===== config.mk =====
export PLATFORM = sky130hd
export DESIGN_NAME = shift_unit_seq
export DESIGN_NICKNAME = d
export VERILOG_FILES = /design/src/rtl/shift_unit_seq.sv
export SDC_FILE = /design/constraint.sdc
export NUM_CORES = 1
export LEC_CHECK = 0
export ABC_AREA = 1
export CAP_MARGIN = 20
export CORE_MARGIN = 5
export CORE_UTILIZATION = 30
export CTS_BUF_LIST = sky130_fd_sc_hd__clkbuf_2 sky130_fd_sc_hd__clkbuf_4 sky130_fd_sc_hd__clkbuf_8
export CTS_CLUSTER_SIZE = 40
export DETAILED_ROUTE_END_ITERATION = 7
export DONT_BUFFER_PORTS = 1
export GPL_ROUTABILITY_DRIVEN = 0
export SLEW_MARGIN = 20
export SYNTH_ARGS = -nofsm -noshare
export SYNTH_HDL_FRONTEND = slang
export SYNTH_SLANG_ARGS = --single-unit

===== constraint.sdc =====
create_clock -name CLK -period 2.1 [get_ports CLK]
set_clock_uncertainty 0.15 [all_clocks]
set_input_delay 0.105 -clock CLK [delete_from_list [all_inputs] [get_ports CLK]]
set_output_delay 0.105 -clock CLK [all_outputs]
set_load 0.005 [all_outputs]

===== src/rtl/shift_unit_seq.sv =====
// Multi-cycle shift/rotate engine. One command is captured per transaction.
// The selected operand is shifted STEP bits per BUSY cycle until the
// remaining amount reaches zero. The result, carry and a one-cycle done flag
// are then registered.
//
// Handshake: SHIFT_Enable is sampled only in IDLE, and a sampled high starts
// a transaction. SHIFT_Busy stays high from the cycle after capture through
// the DONE cycle. SHIFT_Flag is high for exactly one cycle, in DONE. While
// busy, all inputs are ignored.
module shift_unit_seq #(
  parameter int WIDTH = 16,
  parameter int STEP  = 1,
  localparam int AMT_W = $clog2(WIDTH)
) (
  input  logic             CLK,
  input  logic             RST,
  input  logic [WIDTH-1:0] A,
  input  logic [WIDTH-1:0] B,
  input  logic             SHIFT_Src_sel,
  input  logic [2:0]       SHIFT_Op,
  input  logic [AMT_W-1:0] SHIFT_Amt,
  input  logic             SHIFT_Enable,
  output logic             SHIFT_Busy,
  output logic [WIDTH-1:0] SHIFT_Out,
  output logic             SHIFT_Flag,
  output logic             SHIFT_Carry,
  output logic             SHIFT_Zero,
  output logic [1:0]       dbg_state
);

  typedef enum logic [1:0] {S_IDLE = 2'd0, S_BUSY = 2'd1, S_DONE = 2'd2} state_t;

  localparam logic [2:0] OP_SRL = 3'd0;
  localparam logic [2:0] OP_SLL = 3'd1;
  localparam logic [2:0] OP_SRA = 3'd2;
  localparam logic [2:0] OP_ROR = 3'd3;
  localparam logic [2:0] OP_ROL = 3'd4;

  localparam logic [AMT_W-1:0] STEP_K = AMT_W'(STEP);

  state_t             state;
  logic [WIDTH-1:0]   work;
  logic [2:0]         op_r;
  logic [AMT_W-1:0]   rem;
  logic               carry_work;

  logic [AMT_W-1:0]   k;
  logic [AMT_W-1:0]   km1;
  logic [AMT_W-1:0]   wmk;
  logic [2*WIDTH-1:0] dbl;
  logic [2*WIDTH-1:0] rot;
  logic [WIDTH-1:0]   nxt_work;
  logic               nxt_carry;

  assign SHIFT_Busy = (state != S_IDLE);
  assign SHIFT_Zero = (SHIFT_Out == '0);
  assign dbg_state  = state;

  // One step of the captured op by k = min(STEP, rem) bits, plus the last bit it pushes out.
  always_comb begin
    k         = (rem < STEP_K) ? rem : STEP_K;
    km1       = k - 1'b1;
    wmk       = AMT_W'(WIDTH - int'(k));
    dbl       = {work, work};
    rot       = '0;
    nxt_work  = work;
    nxt_carry = carry_work;
    case (op_r)
      OP_SRL: begin
        nxt_work  = work >> k;
        nxt_carry = work[km1];
      end
      OP_SLL: begin
        nxt_work  = work << k;
        nxt_carry = work[wmk];
      end
      OP_SRA: begin
        nxt_work  = $unsigned($signed(work) >>> k);
        nxt_carry = work[km1];
      end
      OP_ROR: begin
        rot       = dbl >> k;
        nxt_work  = rot[WIDTH-1:0];
        nxt_carry = work[km1];
      end
      OP_ROL: begin
        rot       = dbl << k;
        nxt_work  = rot[2*WIDTH-1:WIDTH];
        nxt_carry = work[wmk];
      end
      default: begin
        nxt_work  = work;
        nxt_carry = carry_work;
      end
    endcase
  end

  // Control FSM: capture in IDLE, step in BUSY, publish the result and pulse the flag into DONE.
  always_ff @(posedge CLK or negedge RST) begin
    if (!RST) begin
      state       <= S_IDLE;
      work        <= '0;
      op_r        <= '0;
      rem         <= '0;
      carry_work  <= 1'b0;
      SHIFT_Out   <= '0;
      SHIFT_Carry <= 1'b0;
      SHIFT_Flag  <= 1'b0;
    end else begin
      case (state)
        S_IDLE: begin
          if (SHIFT_Enable) begin
            work       <= SHIFT_Src_sel ? B : A;
            op_r       <= SHIFT_Op;
            // Reserved ops pass the operand through untouched.
            rem        <= (SHIFT_Op > OP_ROL) ? '0 : SHIFT_Amt;
            carry_work <= 1'b0;
            state      <= S_BUSY;
          end
        end
        S_BUSY: begin
          if (rem != '0) begin
            work       <= nxt_work;
            carry_work <= nxt_carry;
            rem        <= rem - k;
          end else begin
            SHIFT_Out   <= work;
            SHIFT_Carry <= carry_work;
            SHIFT_Flag  <= 1'b1;
            state       <= S_DONE;
          end
        end
        S_DONE: begin
          SHIFT_Flag <= 1'b0;
          state      <= S_IDLE;
        end
        default: begin
          SHIFT_Flag <= 1'b0;
          state      <= S_IDLE;
        end
      endcase
    end
  end

endmodule


==> flow_summary.yaml <==
global_routing:
  antenna_violations_before_repair: 0
  grt_pass1_vias: 2688
  grt_start_max_net_pins: 45
  grt_util_all_layers_pct: 14.3
  grt_overflow: 0
  grt_first_pass_wirelength_um: 13200
setup_path:
  cp_cell_instances: "inv_2, nor2_4, inv_2, buf_12, o21ai_0, o21bai_1, dlygate4sd3_1, a31oi_1"
  cp_top_delay_family: "buffers and inverters"
  worstSetupPathType: "reg -> reg"
  reg2regPathDepth: 8
  setup.worst_path.start_class: "flop"
  critical_path.n_buffers_inverters: 4
  cp_slowest_stage_delay_ns: 0.55
  required_ns: 2.18
  critical_path_peak_fanout: 15
  crit-reg2reg-launch: "dbg_state[0]"
  regToRegSetupSlack_ns: 0.08
  reg_to_reg_critical_path_endpoint: "work[9]"
  end_kind: "flop"
  crit_slowest_cell: "sky130_fd_sc_hd__dlygate4sd3_1"
  timing.critical_path.arrival_ns: 2.10
  worst_path_most_repeated_cell: "sky130_fd_sc_hd__inv_2"
sta:
  setup_violations: 0
  hold-worst-slack_ns: 0.0123
  worst-slew-pin-transition_ns: 0.641
  final.setup.worst_slack_ns: 0.0795
  share_of_the_clock_period_used_by_the_worst_path_after_layout_pct: 96.2
  max_clock_freq_ghz: 0.495
  slew_headroom_pct: 57.3
  period_minus_slack_ns: 2.02
  finalHoldViolCount: 0
  timing.final.max_slew_violations: 0
  rsz0062_at_grt: "true"
synth:
  async_flop_share_pct: 100
  synth.net_count: 425
  post-synth-top-count-cell: "sky130_fd_sc_hd__nand2_1"
  syn-instance-count: 380
  syn_area_per_cell_um2: 7.15
  synth_seq_area_share_pct: 40.6
  synth.yosys.warnings: 0
  postSynth.topFlopCell: "sky130_fd_sc_hd__dfrtp_1"
  yosys.area.top_type_share_pct: 40.6
  syn_area_um2: 2720
  number_of_synthesized_flops_with_an_enable_pin: 0
  postSynthRegisterBits: 44
  netlist-cell-type-count: 30
  ys_top_cells_by_count: "sky130_fd_sc_hd__nand2_1 (86), sky130_fd_sc_hd__nand3_1 (70), sky130_fd_sc_hd__dfrtp_1 (44)"
  netlist.top_cell.by_area: "sky130_fd_sc_hd__dfrtp_1"
  synth_area_leaders: "sky130_fd_sc_hd__dfrtp_1 (41%), sky130_fd_sc_hd__nand3_1 (13%), sky130_fd_sc_hd__nand2_1 (12%)"
clock_tree:
  clk_pin_slew_ns: 0.09
  cts_root_buffer: "sky130_fd_sc_hd__clkbuf_8"
  cts-htree-levels: 2
  post_cts_setup_buffer_count: 0
  cts_sinks: 44
  clock_insertion_delay_worst_skew_ns: 0.30
  cts_tree: "built"
  cts-buffers-inserted: 5
  clk_path_buf_depth: 2
detailed_routing:
  viasPerCell: 5.37
  post-route-drc-count: 0
  route.vias.total: 2805
  drt.antenna.violating_nets: 0
  drt_pass1_iterations: 6
  drt_wl_total_um: 8100
  post_drt_wl_per_cell_um: 15.5
  initialDrtViolationCount: 584
min_path:
  hold_path_end: "work[12]"
  hp-start: "A[12]"
  worstHoldPathType: "in -> reg"
  hold-path-cell-count: 4
floorplanning:
  std_cell_rows: 34
  start_util_pct: 31.0
  floorplan.die_area_um2: 11100
  placeableCoreArea_um2: 8760
  die_h_um: 105
  design.portCount: 65
  chipWidth_um: 105
placed_design:
  hpwlAfterDp_um: 5590
  place_worst_setup_slack_ns: 0.105
  placement.io_buffers: 0
  dpl_cell_area_um2: 2840
power:
  vdd.ir_drop.worst_v: 0.000587
  p_total_w: 0.00577
  p_leak_nw: 1.52
  power.density_nw_per_um2: 1730
layout:
  antennaDiodeCount: 0
  area_growth_pct: 22.7
  fin_area_um2: 3330
  final.fill_count: 922
  final_nets: 458
  drive_above_1_share_pct: 7.97
outcome:
  result_of_the_run: "finished clean"
flow_run:
  max_cap_viols: 0
[state kept, by name, indices dropped and copies added, names as in the netlist]
register and flops:
rem 4, op_r 3, SHIFT_Flag 1, work 16
SHIFT_Carry 1, SHIFT_Out 16, carry_work 1, dbg_state 2
[report_power, final]
part | internal [W] | leakage, nW | switching, W | total, W
Sequential | 0.00128 | 0.535 | 0.000363 | 0.00164
Combinational | 0.00130 | 0.941 | 0.00228 | 0.00358
Clock | 0.000236 | 0.0404 | 0.000314 | 0.000550
Total | 0.00282 | 1.52 | 0.00296 | 0.00577
[metal layers]
layer  wire length (um)  GRT usage [%]  vias to the layer above
met3                789           2.28                       26
met4                171           4.57                        0
met2               3510           22.4                      169
met5                  0              0                        -
li1                   -              -                     1361
met1               3620           20.3                     1249
[worst max path at each step]
stage / from / to / slack (ns) / cells past startpoint
floorplan: rem[0] / carry_work / 0.12 / 12
global placement: rem[2] / work[10] / 0.15 / 9
detailed placement: rem[1] / work[9] / 0.10 / 9
CTS: dbg_state[0] / work[9] / 0.03 / 8
global route: dbg_state[0] / work[9] / -0.02 / 8
finish: dbg_state[0] / work[9] / 0.08 / 8
[cell usage in the layout, fill, tap and decap left out]
master,count
sky130_fd_sc_hd__nor4_1,4
sky130_fd_sc_hd__dlygate4sd3_1,34
sky130_fd_sc_hd__nand2_1,86
sky130_fd_sc_hd__o221ai_1,1
sky130_fd_sc_hd__o21bai_1,1
sky130_fd_sc_hd__o2bb2ai_1,4
sky130_fd_sc_hd__o21ai_0,34
sky130_fd_sc_hd__nor3_1,1
sky130_fd_sc_hd__clkinv_4,1
sky130_fd_sc_hd__ha_4,1
sky130_fd_sc_hd__inv_1,33
sky130_fd_sc_hd__nor2_1,29
sky130_fd_sc_hd__buf_12,1
sky130_fd_sc_hd__ha_1,1
sky130_fd_sc_hd__o22ai_1,1
sky130_fd_sc_hd__conb_1,1
sky130_fd_sc_hd__a22oi_1,2
sky130_fd_sc_hd__xor2_1,1
sky130_fd_sc_hd__nand2_4,1
sky130_fd_sc_hd__o21ai_1,6
sky130_fd_sc_hd__dfrtp_2,1
sky130_fd_sc_hd__nand3_1,70
sky130_fd_sc_hd__dfrtp_1,43
sky130_fd_sc_hd__o21ai_4,1
sky130_fd_sc_hd__buf_4,9
sky130_fd_sc_hd__o21ai_2,1
sky130_fd_sc_hd__buf_16,1
sky130_fd_sc_hd__a21oi_1,9
sky130_fd_sc_hd__clkbuf_8,5
sky130_fd_sc_hd__clkinvlp_4,3
sky130_fd_sc_hd__inv_2,3
sky130_fd_sc_hd__a31oi_1,12
sky130_fd_sc_hd__inv_4,2
sky130_fd_sc_hd__o2111ai_1,6
sky130_fd_sc_hd__nand4_1,2
sky130_fd_sc_hd__nor2_4,3
[logic make-up after synthesis]
group           Yosys count  share of synthesized area (%)
other cells               1                          0.138
fa+ha+maj                 2                          0.922
flops                    44                           40.6
simple gates            196                           32.0
buf+inv                  58                           8.71
xor+xnor                  1                          0.323
compound gates           78                           17.3
[worst register-to-register path, delay by kind of cell (launching register included)]
kind | cells | cell delay [ns]
AOI/OAI and AO/OA | 3 | 0.43
and+or+nand+nor | 1 | 0.04
buffers and inverters | 4 | 0.94
DFF | 1 | 0.41
[what timing repair did]
action / 4_1_cts / 5_1_grt
resized for setup: 0 / 9
endpoints found under the setup margin: 0 / 12
hold buffers: 35 / 0
endpoints found under the hold margin: 65 / 0
[final cells by class]
type / instances / area, um2 / share of cell area (%)
Sequential cell: 44 / 1100 / 33.1
Multi-Input combinational cell: 278 / 1390 / 41.7
Clock inverter: 3 / 23.8 / 0.714
Clock buffer: 5 / 68.8 / 2.07
Timing Repair Buffer: 45 / 455 / 13.7
Inverter: 39 / 155 / 4.66
Tap cell: 108 / 135 / 4.06
[per-stage QoR]
| stage | TNS, ns | cells | util [%] |
|---|---|---|---|
| 3_3_place_gp | 0 | 479 | 32.4 |
| 6_report | 0 | 522 | 38.0 |
| 4_1_cts | 0 | 522 | 37.6 |
| 2_1_floorplan | 0 | 380 | - |
| 3_5_place_dp | 0 | 479 | 32.4 |
| 5_1_grt | -0.0226 | 522 | 38.0 |
Power figures use the tool's default switching activity.
